===== src/rtl/alu_op_sequencer.sv =====
// Purpose: registered RV32I(+M) ALU-op decoder between ID and EX, one-entry output register.
// Latency: single-cycle ops valid the cycle after accept; M ops valid MUL_LAT/DIV_LAT cycles after accept.
// Backpressure: valid/ready both sides; FULL holds all outputs while out_ready=0, in_ready=0 while BUSY.
// Config: define RV32M_EN to decode the M extension (funct7 0000001) onto the multi-cycle path.
module alu_op_sequencer #(
  parameter int ALU_OP_W = 5,
  parameter int MUL_LAT  = 2,
  parameter int DIV_LAT  = 33,
  parameter int CNT_W    = 6
) (
  input  logic                clk,
  input  logic                reset,
  input  logic                in_valid,
  output logic                in_ready,
  input  logic [31:0]         instruction,
  input  logic                flush,
  output logic                out_valid,
  input  logic                out_ready,
  output logic [ALU_OP_W-1:0] out_alu_op,
  output logic                out_use_imm,
  output logic                out_is_branch,
  output logic                out_multi,
  output logic                out_illegal,
  output logic                busy
);

  // Major opcodes
  localparam logic [6:0] OPC_OP     = 7'b0110011;
  localparam logic [6:0] OPC_IMM    = 7'b0010011;
  localparam logic [6:0] OPC_LOAD   = 7'b0000011;
  localparam logic [6:0] OPC_STORE  = 7'b0100011;
  localparam logic [6:0] OPC_BRANCH = 7'b1100011;
  localparam logic [6:0] OPC_JAL    = 7'b1101111;
  localparam logic [6:0] OPC_JALR   = 7'b1100111;
  localparam logic [6:0] OPC_AUIPC  = 7'b0010111;
  localparam logic [6:0] OPC_LUI    = 7'b0110111;

  // ALU op codes
  localparam logic [4:0] OP_ADD   = 5'd0;
  localparam logic [4:0] OP_SUB   = 5'd1;
  localparam logic [4:0] OP_SLL   = 5'd2;
  localparam logic [4:0] OP_SLT   = 5'd3;
  localparam logic [4:0] OP_SLTU  = 5'd4;
  localparam logic [4:0] OP_XOR   = 5'd5;
  localparam logic [4:0] OP_SRL   = 5'd6;
  localparam logic [4:0] OP_SRA   = 5'd7;
  localparam logic [4:0] OP_OR    = 5'd8;
  localparam logic [4:0] OP_AND   = 5'd9;
  localparam logic [4:0] OP_BEQ   = 5'd10;
  localparam logic [4:0] OP_BNE   = 5'd11;
  localparam logic [4:0] OP_BLT   = 5'd12;
  localparam logic [4:0] OP_BGE   = 5'd13;
  localparam logic [4:0] OP_BLTU  = 5'd14;
  localparam logic [4:0] OP_BGEU  = 5'd15;
`ifdef RV32M_EN
  localparam logic [4:0] OP_MUL   = 5'd16;
`endif
  localparam logic [4:0] OP_PASSB = 5'd24;

  typedef enum logic [1:0] {
    ST_EMPTY = 2'd0,
    ST_FULL  = 2'd1,
    ST_BUSY  = 2'd2
  } state_t;

  state_t             state;
  state_t             next_state;
  logic [CNT_W-1:0]   cnt;
  logic [CNT_W-1:0]   next_cnt;
  logic               accept;

  logic [6:0]         opcode;
  logic [2:0]         funct3;
  logic [6:0]         funct7;
  logic [4:0]         dec_op;
  logic               dec_imm;
  logic               dec_br;
  logic               dec_multi;
  logic               dec_ill;
  logic [CNT_W-1:0]   dec_lat;
  state_t             load_state;
  logic [CNT_W-1:0]   load_cnt;

  // Register-number fields do not affect the ALU op.
  logic               unused_bits;

  assign opcode      = instruction[6:0];
  assign funct3      = instruction[14:12];
  assign funct7      = instruction[31:25];
  assign unused_bits = ^{instruction[24:15], instruction[11:7]};

  // Decode the instruction word into op, side flags and result latency.
  always_comb begin
    dec_op    = OP_ADD;
    dec_imm   = 1'b0;
    dec_br    = 1'b0;
    dec_multi = 1'b0;
    dec_ill   = 1'b0;
    dec_lat   = CNT_W'(1);
    case (opcode)
      OPC_OP: begin
        if (funct7 == 7'b0000000) begin
          case (funct3)
            3'b000: dec_op = OP_ADD;
            3'b001: dec_op = OP_SLL;
            3'b010: dec_op = OP_SLT;
            3'b011: dec_op = OP_SLTU;
            3'b100: dec_op = OP_XOR;
            3'b101: dec_op = OP_SRL;
            3'b110: dec_op = OP_OR;
            3'b111: dec_op = OP_AND;
          endcase
        end else if (funct7 == 7'b0100000 && funct3 == 3'b000) begin
          dec_op = OP_SUB;
        end else if (funct7 == 7'b0100000 && funct3 == 3'b101) begin
          dec_op = OP_SRA;
`ifdef RV32M_EN
        end else if (funct7 == 7'b0000001) begin
          // funct3[2] splits the multiplier group from the divider group
          dec_op    = OP_MUL + {2'b00, funct3};
          dec_multi = 1'b1;
          dec_lat   = funct3[2] ? CNT_W'(DIV_LAT) : CNT_W'(MUL_LAT);
`endif
        end else begin
          dec_ill = 1'b1;
        end
      end
      OPC_IMM: begin
        dec_imm = 1'b1;
        case (funct3)
          3'b000: dec_op = OP_ADD;
          3'b010: dec_op = OP_SLT;
          3'b011: dec_op = OP_SLTU;
          3'b100: dec_op = OP_XOR;
          3'b110: dec_op = OP_OR;
          3'b111: dec_op = OP_AND;
          3'b001: begin
            if (funct7 == 7'b0000000) dec_op = OP_SLL;
            else                      dec_ill = 1'b1;
          end
          3'b101: begin
            // bit 30 selects arithmetic shift; every other funct7 bit must be zero
            if ({funct7[6], funct7[4:0]} == 6'b000000)
              dec_op = instruction[30] ? OP_SRA : OP_SRL;
            else
              dec_ill = 1'b1;
          end
        endcase
      end
      OPC_LOAD, OPC_STORE, OPC_JAL, OPC_JALR, OPC_AUIPC: begin
        dec_op  = OP_ADD;
        dec_imm = 1'b1;
      end
      OPC_LUI: begin
        dec_op  = OP_PASSB;
        dec_imm = 1'b1;
      end
      OPC_BRANCH: begin
        dec_br = 1'b1;
        case (funct3)
          3'b000:  dec_op = OP_BEQ;
          3'b001:  dec_op = OP_BNE;
          3'b100:  dec_op = OP_BLT;
          3'b101:  dec_op = OP_BGE;
          3'b110:  dec_op = OP_BLTU;
          3'b111:  dec_op = OP_BGEU;
          default: dec_ill = 1'b1;
        endcase
      end
      default: dec_ill = 1'b1;
    endcase
    // Anything undecodable leaves as a plain single-cycle ADD flagged illegal.
    if (dec_ill) begin
      dec_op    = OP_ADD;
      dec_imm   = 1'b0;
      dec_br    = 1'b0;
      dec_multi = 1'b0;
      dec_lat   = CNT_W'(1);
    end
  end

  // Where a freshly accepted op goes: straight to FULL, or count down in BUSY.
  always_comb begin
    load_state = ST_FULL;
    load_cnt   = '0;
    if (dec_lat > CNT_W'(1)) begin
      load_state = ST_BUSY;
      load_cnt   = dec_lat - CNT_W'(1);
    end
  end

  // Handshake outputs and next state; flush overrides everything but reset.
  always_comb begin
    next_state = state;
    next_cnt   = cnt;
    in_ready   = 1'b0;
    out_valid  = 1'b0;
    busy       = 1'b0;
    case (state)
      ST_EMPTY: in_ready = 1'b1;
      ST_FULL: begin
        out_valid = 1'b1;
        in_ready  = out_ready;
      end
      ST_BUSY:  busy = 1'b1;
      default:  ;
    endcase
`ifndef RV32M_EN
    busy = 1'b0;
`endif
    if (reset || flush) in_ready = 1'b0;
    accept = in_valid & in_ready;

    if (flush) begin
      next_state = ST_EMPTY;
      next_cnt   = '0;
    end else begin
      case (state)
        ST_EMPTY: begin
          if (accept) begin
            next_state = load_state;
            next_cnt   = load_cnt;
          end
        end
        ST_FULL: begin
          if (out_ready) begin
            if (accept) begin
              next_state = load_state;
              next_cnt   = load_cnt;
            end else begin
              next_state = ST_EMPTY;
            end
          end
        end
        ST_BUSY: begin
          next_cnt = cnt - CNT_W'(1);
          if (cnt == CNT_W'(1)) next_state = ST_FULL;
        end
        default: begin
          next_state = ST_EMPTY;
          next_cnt   = '0;
        end
      endcase
    end
  end

  // State and countdown register.
  always_ff @(posedge clk or posedge reset) begin
    if (reset) begin
      state <= ST_EMPTY;
      cnt   <= '0;
    end else begin
      state <= next_state;
      cnt   <= next_cnt;
    end
  end

  // Decoded fields are captured only on accept, so they stay put through BUSY and stalls.
  always_ff @(posedge clk or posedge reset) begin
    if (reset) begin
      out_alu_op    <= '0;
      out_use_imm   <= 1'b0;
      out_is_branch <= 1'b0;
      out_multi     <= 1'b0;
      out_illegal   <= 1'b0;
    end else if (accept) begin
      out_alu_op    <= ALU_OP_W'(dec_op);
      out_use_imm   <= dec_imm;
      out_is_branch <= dec_br;
      out_multi     <= dec_multi;
      out_illegal   <= dec_ill;
    end
  end

endmodule


===== config.mk =====
export PLATFORM = sky130hd
export DESIGN_NAME = alu_op_sequencer
export DESIGN_NICKNAME = d
export VERILOG_FILES = /design/src/rtl/alu_op_sequencer.sv
export SDC_FILE = /design/constraint.sdc
export NUM_CORES = 1
export LEC_CHECK = 0
export BUFFER_PORTS_ARGS = -buffer_cell sky130_fd_sc_hd__buf_4
export CAP_MARGIN = 20
export CORE_MARGIN = 4
export CORE_UTILIZATION = 40
export DETAILED_ROUTE_END_ITERATION = 10
export PLACE_DENSITY = 0.76
export SYNTH_ARGS = -nofsm -noshare
export SYNTH_HDL_FRONTEND = slang
export SYNTH_SLANG_ARGS = --single-unit

===== constraint.sdc =====
create_clock -name clk -period 1.6 [get_ports clk]
set_input_delay 0.24 -clock clk [delete_from_list [all_inputs] [get_ports clk]]
set_output_delay 0.24 -clock clk [all_outputs]
set_load 0.05 [all_outputs]

# [Word level (Yosys, flattened, before mapping)]
# Memory sizes are Yosys's and may differ from the RTL's.
# Cells that the tools add are included.
# Widths: inputs -> output; s select.
[op_classes] add_sub_neg=1 reduce_logical=11 eq_ne=23 bitwise_logic=1 mux=35
[ops] operator="$pmux 5 s8" n=1
[ops] operator="$eq 7x6->1 const B" n=4
[ops] operator="$pmux 4 s6" n=1
[ops] operator="$eq 7x7->1 const B" n=3
[ops] operator="$pmux 5 s4" n=1
[ops] operator="$mux 6" n=3
[ops] operator="$pmux 6 s3" n=1
[ops] operator="$eq 7x5->1 const B" n=2
[ops] operator="$mux 1" n=14
[ops] operator="$eq 3x3->1 const B" n=4
[ops] operator="$reduce_or 6->1" n=2
[ops] operator="$mux 2" n=5
[ops] operator="$mux 5" n=2
[ops] operator="$mux 3" n=3
[ops] operator="$ne 3x3->1 const B" n=3
[ops] operator="$eq 7x2->1 const B" n=1
[ops] operator="$logic_not 7->1" n=1
[ops] operator="$reduce_or 7->1" n=1
[ops] operator="$eq 3x2->1 const B" n=2
[ops] operator="$eq 6x1->1 const B" n=1
[ops] operator="$logic_not 6->1" n=1
[ops] operator="$pmux 2 s3" n=1
[ops] operator="$sub 6x1->6 const B" n=1
[ops] operator="$pmux 1 s2" n=2
[ops] operator="other kinds (10)" n=11
[word_totals] memories=1 reg_bits=16 mem_bits_ro=32 elab_cells=78 output_inout_bits=12
[memory_table] memory="(name not given)" depth=8 width=4 read_ports=1 rd_ports_with_merged_regs=0 write_ports=0 line_no="103" text="case (funct3)"

# [Longest topological paths before layout]
# Gate-level depths: netlist of the first run.
[depth] ltp_word=8 mapped_depth=8 mapped_depth_nobuf=7

# [Worst setup path after synthesis of the first run]
# OpenSTA, ideal clock, no wires.
[synth_timing] path_kind="input to register" start="in instruction[26]" end="reg out_alu_op[1]" stages=5 t_required_ns=1.523 slack_ns=-0.351 arrival_time_ns=1.875 n_path_buf=0 path_cell_list="or4_4 > a2111o_1 > a22o_1 > or3_4 > o21ai_1"
[synth_via] elab_chain_cells=7
[synth_lines] element="from (decl)" line_no="15" text="input logic [31:0] instruction,"
[synth_lines] element="$eq 7x6->1" line_no="113, 115"
[synth_lines] element="$logic_and 1x1->1" line_no="115" text="end else if (funct7 == 7'b0100000 && funct3 == 3'b101) begin"
[synth_lines] element="$mux 3 / $mux 1 (equally long branches)" line_no="115"
[synth_lines] element="$mux 3 / $mux 1 (equally long branches)" line_no="113" text="end else if (funct7 == 7'b0100000 && funct3 == 3'b000) begin"
[synth_lines] element="$mux 5 / $mux 1 (equally long branches)" line_no="102" text="if (funct7 == 7'b0000000) begin"
[synth_lines] element="$pmux 5 s4 / $pmux 1 s4 (equally long branches)" line_no="100" text="case (opcode)"
[synth_lines] element="$mux 5 *" line_no="173" text="if (dec_ill) begin"
[synth_lines] element="to (signal assigned)" line_no="267" text="out_alu_op <= ALU_OP_W'(dec_op);"
[synth_lines] element="to (decl)" line_no="19" text="output logic [ALU_OP_W-1:0] out_alu_op,"
# Every way passes the cells marked *; elsewhere a longest branch is shown, timed or not. The select of a mux whose other input is x is not followed.
# A chain may end at the register's enable or synchronous reset.

# [Worst setup path in the final report of the first run]
[layout_timing] start="in instruction[26]" end="reg out_alu_op[0]"
# The elaborated chain is that of the path after synthesis.

==> reports/qor.txt, run 1 <==
outcome -> finished, violations left
violated checks -> negative setup slack
Crit. End Element -> flop
Filler Cells Inserted -> 196
Pwr Density -> 457 mW/mm2
Ys Warns -> 0
GP Congestion -> 0.910
ratio of cells with drive above 1 in the final layout -> 0.392
Internal -> 442 uW
synth cell count leaders -> nand2_1 (11), nor2_1 (10), dfrtp_1 (9)
clk slew on worst S/H paths -> 0.05 ns
CP max stage delay -> 0.52 ns
share of synthesized registers carrying an async set or reset -> 1.00
clock network power share -> 0.255
NetSw -> 202 uW
die area -> 0.00310 mm2
Setup WS pre-CTS -> -0.431 ns
DPL Wire Length -> 2.14 mm
largest net degree at the start of global routing -> 16
Leakage -> 0.000652 uW
CTS Buf Count -> 3
clock buffer depth -> 2
most common cell in the netlist -> nand2_1
sequential share of power -> 0.366
post-DR wirelength/cell -> 12.6 um
Die Span X -> 55.7 um
num ports -> 49
Post-Synth Adder-Cell Area -> 0.110
GRT Overall Usage -> 0.168
Initial Util -> 0.415
dpl cells -> 192
Peak VDD IR -> 0.312 mV
CTS tree -> yes
residual DRC count -> 0
Post-synth EDFFs -> 0
post-synth top area share -> 0.248
Syn Inst Count -> 115
routed wire length -> 2.51 mm
die height -> 55.7 um
Final nets -> 217
Final Util -> 0.642
XOR/XNOR share of the synthesized area -> 0
fin. max-slew vios -> 0
Via density -> 5.42
Post-Synth Simple-Gate Area -> 0.294
largest area contributor in the netlist -> dfrtp_1
Mean Syn Cell Area -> 7.91 um2
area occupied by multi-input gates -> 667 um2
Core ar. -> 0.00219 mm2
diode count -> 0
first-pass GRT wire length -> 4.36 mm
f_max -> 0.571 GHz
routed vias -> 1079
Finished Layout Cells -> 199
Worst EP required -> 1.78 ns
Gate power share -> 0.379
setup violators final -> 6
# rows -> 17
CTS Sinks -> 9
multiplexer share of the synthesized area -> 0.0110
drt initial violations -> 30
crit path cell chain -> buf_6 -> or4_4 -> a2111o_1 -> a22o_1 -> or3_4 -> o21ai_2
Tcrit/Tclk final -> 1.10
critical path peak fanout -> 4
initial antenna violation count -> 0
Overflow after GRT -> 0
Post-DRT Antenna Nets -> 0
critical path class -> input port to flop
clock latency on the worst-skew pair -> 0.25 ns
Hold Path Class -> input port to flop
number of global-route vias before repair -> 1047
Worst path slowest cell -> or4_4
Final WS setup -> -0.152 ns
minimum clock period -> 1.75 ns
area delta synth->final -> 54.6%
clock root buffer -> clkbuf_4
FF/Latch Area -> 225 um2
Net Sw Frac -> 0.313
Max Cap Viol -> 0
largest family of logic cells by synthesized area -> simple AND/OR/NAND/NOR gates
# port buffers -> 31
top_reg_cell synth -> dfrtp_1
router iterations before antenna repair -> 4
Yosys reg bits -> 9
clk_skew -> 0.000733 ns
WHS -> 0.199 ns
post-synthesis cell area -> 910 um2
synth top area cells -> dfrtp_1 (25%), ha_1 (11%), nand2_1 (4.5%)
H-Tree Depth -> 1
CP startpoint kind -> input port
Synth Area in Compound Gates -> 0.275
register area share after synthesis -> 0.248
crit path DAT -> 1.93 ns
final hold viol count -> 0
RSZ-0062 raised after global routing -> true
Cell variety after synth -> 41
==> layer usage <==
layer,wire [um],global-route usage,part of all wire
met5,0,0,0
met4,4,0.0521,0.0016
met3,165,0.0186,0.066
met2,1330,0.311,0.53
met1,1010,0.201,0.40
==> critical path: cells and delay by family <==
kind | cells | cell delay, ns
AO/OA/AOI/OAI | 3 | 0.67
buffers and inverters | 1 | 0.09
AND/OR/NAND/NOR | 2 | 0.93
==> power by group through the flow <==
| stage | registers [uW] | clock network, uW | logic, uW |
|---|---|---|---|
| floorplan | 257 | 0 | 102 |
| global placement | 239 | 0 | 230 |
| detailed placement | 239 | 0 | 235 |
| CTS | 235 | 174 | 240 |
| global route | 236 | 182 | 266 |
| finish | 235 | 164 | 244 |
==> sequential cells by signal, indices dropped and copies added, names as in the netlist <==
| name | cells |
|---|---|
| out_is_branch | 1 |
| out_alu_op | 5 |
| state | 1 |
| out_illegal | 1 |
| out_use_imm | 1 |
==> cell usage in the layout (no fill, tap or decap), drive strengths merged, types with 4 or more instances in the layout <==
cell type  synthesis  final
a21oi              5      5
nand2             11     11
dfrtp              9      9
a22o               4      4
ha                 8      8
nor2              10     10
clkbuf             2      4
nand2b             5      5
buf                2     54
o21ai             11     11
inv                8      8
==> worst paths after layout <==
| kind | slack [ns] | depth (start not counted) | endpoint | startpoint |
|---|---|---|---|---|
| setup / recovery | -0.15 | 6 | out_alu_op[0]$_DFFE_PP0P_ | instruction[26] |
| hold / removal | 0.20 | 2 | state[0]$_DFFE_PP0P_ | flush |
| setup reg to reg | 0.09 | 5 | out_alu_op[0]$_DFFE_PP0P_ | state[0]$_DFFE_PP0P_ |
| hold reg to reg | 0.47 | 2 | out_use_imm$_DFFE_PP0P_ | out_use_imm$_DFFE_PP0P_ |
| max in group asynchronous | 0.84 | 3 | out_alu_op[4]$_DFFE_PP0P_ | reset |
| min in group asynchronous | 0.51 | 3 | out_alu_op[2]$_DFFE_PP0P_ | reset |
==> per-stage QoR <==
| stage | setup TNS (ns) | power [uW] | cell area, um2 |
|---|---|---|---|
| CTS | -0.546 | 649 | 1380 |
| finish | -0.775 | 643 | 1410 |
| global route | -0.958 | 684 | 1410 |
| global placement | -2.30 | 469 | 1330 |
| floorplan | -1.21 | 359 | 926 |
| detailed placement | -2.40 | 474 | 1330 |
==> cell type report <==
class	instances	area share
multi-input cells	95	0.474
repair buffers	55	0.301
flip-flops and latches	9	0.160
well taps	28	0.0249
inverters	8	0.0214
clock buffers	4	0.0187
==> cells by family (layout without fill, tap and decap cells) <==
| logic type | after synthesis | after routing |
|---|---|---|
| other cells | 1 | 2 |
| fa+ha+maj | 8 | 8 |
| mux | 1 | 1 |
| flops | 9 | 9 |
| compound gates | 36 | 36 |
| simple gates | 48 | 48 |
| buf+inv | 12 | 67 |
==> repair_timing <==
item                       CTS  global route
hold buffers                 1             0
buffers inserted             0             2
hold endpoints to repair     9             0
cloned                       0             0
setup endpoints to repair    6             6
pin swaps                    3             2
resized for setup            4             4
(Power assumes the default switching activity.)
==> inputs of run 2 (changes only) <==
--- a/config.mk
+++ b/config.mk
@@ -7,9 +7,12 @@
 export LEC_CHECK = 0
 export BUFFER_PORTS_ARGS = -buffer_cell sky130_fd_sc_hd__buf_4
 export CAP_MARGIN = 20
+export CORE_ASPECT_RATIO = 1.1
 export CORE_MARGIN = 4
 export CORE_UTILIZATION = 40
+export CTS_BUF_LIST = sky130_fd_sc_hd__clkbuf_4 sky130_fd_sc_hd__clkbuf_8 sky130_fd_sc_hd__clkbuf_16
 export DETAILED_ROUTE_END_ITERATION = 10
+export GPL_ROUTABILITY_DRIVEN = 0
 export PLACE_DENSITY = 0.76
 export SYNTH_ARGS = -nofsm -noshare
 export SYNTH_HDL_FRONTEND = slang
==> reports/qor.txt, run 2 (synthesis results as in run 1) <==
outcome -> finished, violations left
violated checks -> negative setup slack
Via density -> 5.54 (+2.2%)
routed wire length -> 2.64 mm (+5.2%)
Overflow after GRT -> 0 (unchanged)
setup violators final -> 6 (unchanged)
critical path peak fanout -> 4 (unchanged)
Final WS setup -> -0.189 ns (-0.0361 ns)
residual DRC count -> 0 (unchanged)
dpl cells -> 193 (+0.52%)
clock latency on the worst-skew pair -> 0.25 ns (about the same)
Worst EP required -> 1.78 ns (about the same)
Filler Cells Inserted -> 184 (-6.1%)
worst reg2reg path depth -> 5 (unchanged)
die area -> 0.00310 mm2 (about the same)
RSZ-0062 raised after global routing -> true
Peak VDD IR -> 0.269 mV (-14%)
FF/Latch Area -> 225 um2 (unchanged)
Initial Util -> 0.436 (+0.0212)
diode count -> 0 (unchanged)
routed vias -> 1103 (+2.2%)
Post-DRT Antenna Nets -> 0 (unchanged)
most common cell after layout, fill and taps aside -> buf_4
num ports -> 49 (unchanged)
largest reg by FF count -> out_alu_op
ratio of cells with drive above 1 in the final layout -> 0.392 (unchanged)
Pwr Density -> 466 mW/mm2 (+2.0%)
Finished Layout Cells -> 199 (unchanged)
initial antenna violation count -> 0 (unchanged)
clock root buffer -> clkbuf_4
max reg flops -> 5 (unchanged)
area delta synth->final -> 55.8%
f_max -> 0.559 GHz (-2.0%)
area occupied by multi-input gates -> 671 um2 (+0.56%)
first-pass GRT wire length -> 4.26 mm (-2.2%)
hold_sp -> flush
# port buffers -> 31 (unchanged)
Max Cap Viol -> 0 (unchanged)
drt initial violations -> 21 (-30%)
minimum clock period -> 1.79 ns (+0.0361 ns)
Hold Path Class -> input port to flop
sequential share of power -> 0.356 (-0.010)
die height -> 58.0 um (+4.2%)
clk_skew -> 0.000571 ns (-0.000162 ns)
Tcrit/Tclk final -> 1.12 (+0.0225)
Leakage -> 0.000659 uW (+1.1%)
Final nets -> 217 (unchanged)
Gate power share -> 0.373 (-0.006)
Hold Path Stages -> 2 (unchanged)
CP startpoint -> instruction[26]
fin. max-slew vios -> 0 (unchanged)
CTS Buf Count -> 3 (unchanged)
critical path class -> input port to flop
post-DR wirelength/cell -> 13.3 um (+5.2%)
clk slew on worst S/H paths -> 0.05 ns (about the same)
Die Span X -> 53.5 um (-4.0%)
number of global-route vias before repair -> 1068 (+2.0%)
router iterations before antenna repair -> 4 (unchanged)
crit path DAT -> 1.97 ns (+0.04 ns)
most frequent cells in the layout -> buf_4 (51), nand2_1 (11), nor2_1 (10)
final hold viol count -> 0 (unchanged)
Crit. End Element -> flop
NetSw -> 202 uW (+0.41%)
Internal -> 459 uW (+3.8%)
CP startpoint kind -> input port
reg2reg start -> state[0]$_DFFE_PP0P_
GRT Overall Usage -> 0.178 (+0.00972)
H-Tree Depth -> 1 (unchanged)
Net Sw Frac -> 0.306 (-0.00719)
CTS Sinks -> 9 (unchanged)
largest net degree at the start of global routing -> 16 (unchanged)
DPL Wire Length -> 2.22 mm (+4.1%)
Final TNS setup -> -0.848 ns (-0.0725 ns)
clock buffer depth -> 2 (unchanged)
# rows -> 17 (unchanged)
clock network power share -> 0.271 (+0.016)
CTS tree -> yes
Core ar. -> 0.00208 mm2 (-4.9%)
==> run 2: metrics by stage <==
step	setup slack (ns)	hold WS [ns]	utilization	area (um2)	total power, uW
4_1_cts	-0.157	0.204	0.678	1410	667
3_5_place_dp	-0.460	0.224	0.641	1340	477
6_report	-0.189	0.205	0.680	1420	661
2_1_floorplan	-0.241	0.0679	-	926	359
5_1_grt	-0.214	0.209	0.680	1420	702
3_3_place_gp	-0.408	0.217	0.641	1340	470
==> run 2: path summary, 6_finish.rpt <==
kind | slack, ns | end
max | -0.19 | out_alu_op[0]$_DFFE_PP0P_
min | 0.21 | state[0]$_DFFE_PP0P_
max reg2reg | 0.06 | out_alu_op[0]$_DFFE_PP0P_
min reg2reg | 0.49 | out_use_imm$_DFFE_PP0P_
max in group asynchronous | 0.87 | out_is_branch$_DFFE_PP0P_
min in group asynchronous | 0.50 | out_alu_op[1]$_DFFE_PP0P_
==> run 2: cell type report <==
type | count | area share
Inverter | 8 | 0.0212
Timing Repair Buffer | 55 | 0.301
Multi-Input combinational cell | 95 | 0.473
Tap cell | 28 | 0.0247
Sequential cell | 9 | 0.159
Clock buffer | 4 | 0.0212
==> run 2: power by group through the flow <==
stage               clock (uW)  combinational, uW  sequential, uW
finish                     179                246             236
global route               199                267             235
CTS                        187                245             235
detailed placement           0                237             239
global placement             0                231             239
floorplan                    0                102             257
==> run 2: critical path, cell delays in order <==
cell and delay [ns]:
buf_6 0.09, or4_4 0.53, a2111o_1 0.30, a22o_1 0.26, or3_4 0.41, o21ai_1 0.13
==> run 2: layer usage <==
layer  vias to the layer above  global-route usage  wire length (um)
li1                        538                   -                 -
met1                       516               0.189              1050
met2                        45               0.336              1380
met3                         4              0.0283               179
met4                         0              0.0693                38
met5                         -                   0                 0
==> run 2: timing repair <==
item | in CTS | in global routing
endpoints found under the setup margin | 6 | 6
gates resized for setup | 8 | 1
buffers inserted | 1 | 0
hold buffers | 1 | 0
hold endpoints to repair | 9 | 0
pin swaps | 3 | 1
==> inputs of run 3 (changes only) <==
--- a/config.mk
+++ b/config.mk
@@ -5,11 +5,12 @@
 export SDC_FILE = /design/constraint.sdc
 export NUM_CORES = 1
 export LEC_CHECK = 0
+export ABC_AREA = 1
 export BUFFER_PORTS_ARGS = -buffer_cell sky130_fd_sc_hd__buf_4
 export CAP_MARGIN = 20
 export CORE_ASPECT_RATIO = 1.1
 export CORE_MARGIN = 4
-export CORE_UTILIZATION = 40
+export CORE_UTILIZATION = 41
 export CTS_BUF_LIST = sky130_fd_sc_hd__clkbuf_4 sky130_fd_sc_hd__clkbuf_8 sky130_fd_sc_hd__clkbuf_16
 export DETAILED_ROUTE_END_ITERATION = 10
 export GPL_ROUTABILITY_DRIVEN = 0
==> constraint.sdc (replaced) <==
create_clock -name clk -period 1.6 [get_ports clk]
set_input_delay 0.24 -clock clk [delete_from_list [all_inputs] [get_ports clk]]
set_output_delay 0.24 -clock clk [all_outputs]
set_load 0.005 [all_outputs]
==> reports/qor.txt, run 3 <==
outcome -> complete, no violations
# port buffers -> 31 (unchanged)
clock root buffer -> clkbuf_4
GRT Overall Usage -> 0.152 (-0.0260)
initial antenna violation count -> 0 (unchanged)
setup violators final -> 0 (-6)
CTS Buf Count -> 3 (unchanged)
Ys Warns -> 0 (unchanged)
Crit path max-delay family -> buffers and inverters
post-synthesis cell area -> 973 um2 (+7.0%)
most common cell in the netlist -> nand2_1
top_reg_cell synth -> dfrtp_1
Worst EP required -> 1.36 ns (-0.42 ns)
Filler Cells Inserted -> 237 (+29%)
Buf/Inv on CP -> 4 (+3)
crit path DAT -> 1.29 ns (-0.68 ns)
FF/Latch Area -> 225 um2 (unchanged)
CTS Sinks -> 9 (unchanged)
clk_skew -> 0.00360 ns (+0.00303 ns)
H-Tree Depth -> 1 (unchanged)
DPL Wire Length -> 1.93 mm (-13%)
Mean Syn Cell Area -> 6.28 um2 (-21%)
Peak VDD IR -> 0.267 mV (-0.85%)
Overflow after GRT -> 0 (unchanged)
Hold Path Class -> input port to flop
critical path class -> input port to output port
largest net degree at the start of global routing -> 15 (-1)
final hold viol count -> 0 (unchanged)
number of global-route vias before repair -> 973 (-8.9%)
synth cell count leaders -> nand2_1 (45), nand3_1 (24), inv_1 (18)
Cell variety after synth -> 23 (-44%)
R2R setup slack -> 0.35 ns (+0.29 ns)
ratio of cells with drive above 1 in the final layout -> 0.274 (-0.118)
die height -> 59.1 um (+1.9%)
CP startpoint kind -> input port
WHS -> 0.168 ns (-0.0372 ns)
Crit. End Element -> output port
# rows -> 18 (+1)
first-pass GRT wire length -> 3.78 mm (-11%)
Via density -> 4.85 (-12%)
Post-DRT Antenna Nets -> 0 (unchanged)
Initial Util -> 0.432 (-0.00415)
Worst path slowest cell -> dlygate4sd3_1
Post-DP Area -> 0.00123 mm2 (-7.6%)
max reg flops -> 5 (unchanged)
Setup WS pre-CTS -> 0.0806 ns (+0.540 ns)
Tcrit/Tclk final -> 0.954 (-0.163)
diode count -> 0 (unchanged)
Pwr Density -> 474 mW/mm2 (+1.6%)
Final nets -> 236 (+8.8%)
share of synthesized registers carrying an async set or reset -> 1.00 (unchanged)
synth top area cells -> dfrtp_1 (23%), nand2_1 (17%), nand3_1 (12%)
drt initial violations -> 20 (-4.8%)
CTS tree -> yes
die area -> 0.00322 mm2 (+3.8%)
Final TNS setup -> 0 ns (+0.848 ns)
f_max -> 0.655 GHz (+17%)
largest area contributor in the netlist -> dfrtp_1
post-synth top area share -> 0.231 (-0.0162)
post-DR wirelength/cell -> 10.0 um (-24%)
residual DRC count -> 0 (unchanged)
cell area after layout -> 0.00127 mm2 (-10%)
clock latency on the worst-skew pair -> 0.26 ns (about the same)
area delta synth->final -> 31.0%
clk slew on worst S/H paths -> 0.06 ns (about the same)
num ports -> 49 (unchanged)
critical path peak fanout -> 2 (-2)
largest reg by FF count -> out_alu_op
register area share after synthesis -> 0.231 (-0.0162)
clock buffer depth -> 2 (unchanged)
Leakage -> 0.000703 uW (+6.7%)
fin. max-slew vios -> 0 (unchanged)
Top cell by count, worst path -> buf_4
Max Cap Viol -> 0 (unchanged)
Core ar. -> 0.00225 mm2 (+8.0%)
routed vias -> 1068 (-3.2%)
Post-synth EDFFs -> 0 (unchanged)
most frequent cells in the layout -> nand2_1 (45), buf_4 (33), nand3_1 (24)
RSZ-0062 raised after global routing -> true
minimum clock period -> 1.53 ns (-0.261 ns)
Syn Inst Count -> 155 (+35%)
crit path cell chain -> dlygate4sd3_1 -> buf_4 -> inv_1 -> o21ai_0 -> nor2_1 -> buf_4
CP max stage delay -> 0.54 ns (about the same)
router iterations before antenna repair -> 5 (+1)
most common cell after layout, fill and taps aside -> nand2_1
routed wire length -> 2.21 mm (-16%)
area occupied by multi-input gates -> 653 um2 (-2.6%)
Die Span X -> 54.5 um (+1.9%)
Final WS setup -> 0.0729 ns (+0.261 ns)
Yosys reg bits -> 9 (unchanged)
run 3: cell types whose count changed in the layout (fill, tap and decap cells not counted), sizes merged, moves of 3 or more:
cell,before,now
a22o,4,0
buf,54,33
inv,8,19
nand2,11,47
nand2b,5,0
nand3,3,25
nor2,10,23
nor4,3,0
o21ai,11,8
run 3: cell families (layout without fill, tap and decap cells):
group | count (synthesis) | count (layout) | synth area share
and+or+nand+nor | 99 | 99 | 0.472
buffers and inverters | 23 | 57 | 0.102
other | 1 | 2 | 0.00385
adders and majority gates | 8 | 8 | 0.103
AOI/OAI and AO/OA | 15 | 15 | 0.0887
DFF | 9 | 9 | 0.231
run 3: what timing repair did:
action                                 in CTS  in global routing
hold buffers                                1                  0
endpoints found under the hold margin       9                  0
gates resized for setup                     0                  1
setup endpoints to repair                   0                  5
setup buffers                               0                  0
run 3: final cells by class:
cell class,count,area share
multi-input combinational,124,0.512
timing repair buffer,34,0.202
inverter,19,0.0559
clock buffer,4,0.0236
sequential,9,0.177
tap,30,0.0294
run 3: through the flow:
| stage | utilization | std cells | total power [uW] |
|---|---|---|---|
| detailed placement | 0.548 | 215 | 417 |
| global placement | 0.548 | 215 | 410 |
| CTS | 0.566 | 220 | 607 |
| global route | 0.566 | 220 | 650 |
| finish | 0.566 | 220 | 604 |
| floorplan | - | 156 | 336 |
run 3: layer usage:
layer  global-route usage  up-vias  part of all wire
met5                    0        -                 0
met4               0.0641        0             0.016
met3               0.0176        6             0.067
met2                0.268       30              0.51
met1                0.180      468              0.40
li1                     -      564                 -
run 3: worst paths after layout:
path,from,to,cells after the start
worst max-delay path,reset,in_ready,6
worst min-delay path,flush,state[0]$_DFFE_PP0P_,2
worst max register to register,state[0]$_DFFE_PP0P_,out_illegal$_DFFE_PP0P_,7
worst min register to register,out_is_branch$_DFFE_PP0P_,out_is_branch$_DFFE_PP0P_,2
max in group asynchronous,reset,out_use_imm$_DFFE_PP0P_,4
min in group asynchronous,reset,out_alu_op[0]$_DFFE_PP0P_,4
run 3: power by group:
group / internal [uW] / switching (uW)
clock network: 113 / 76.8
logic: 81.9 / 93.8
registers: 234 / 4.00
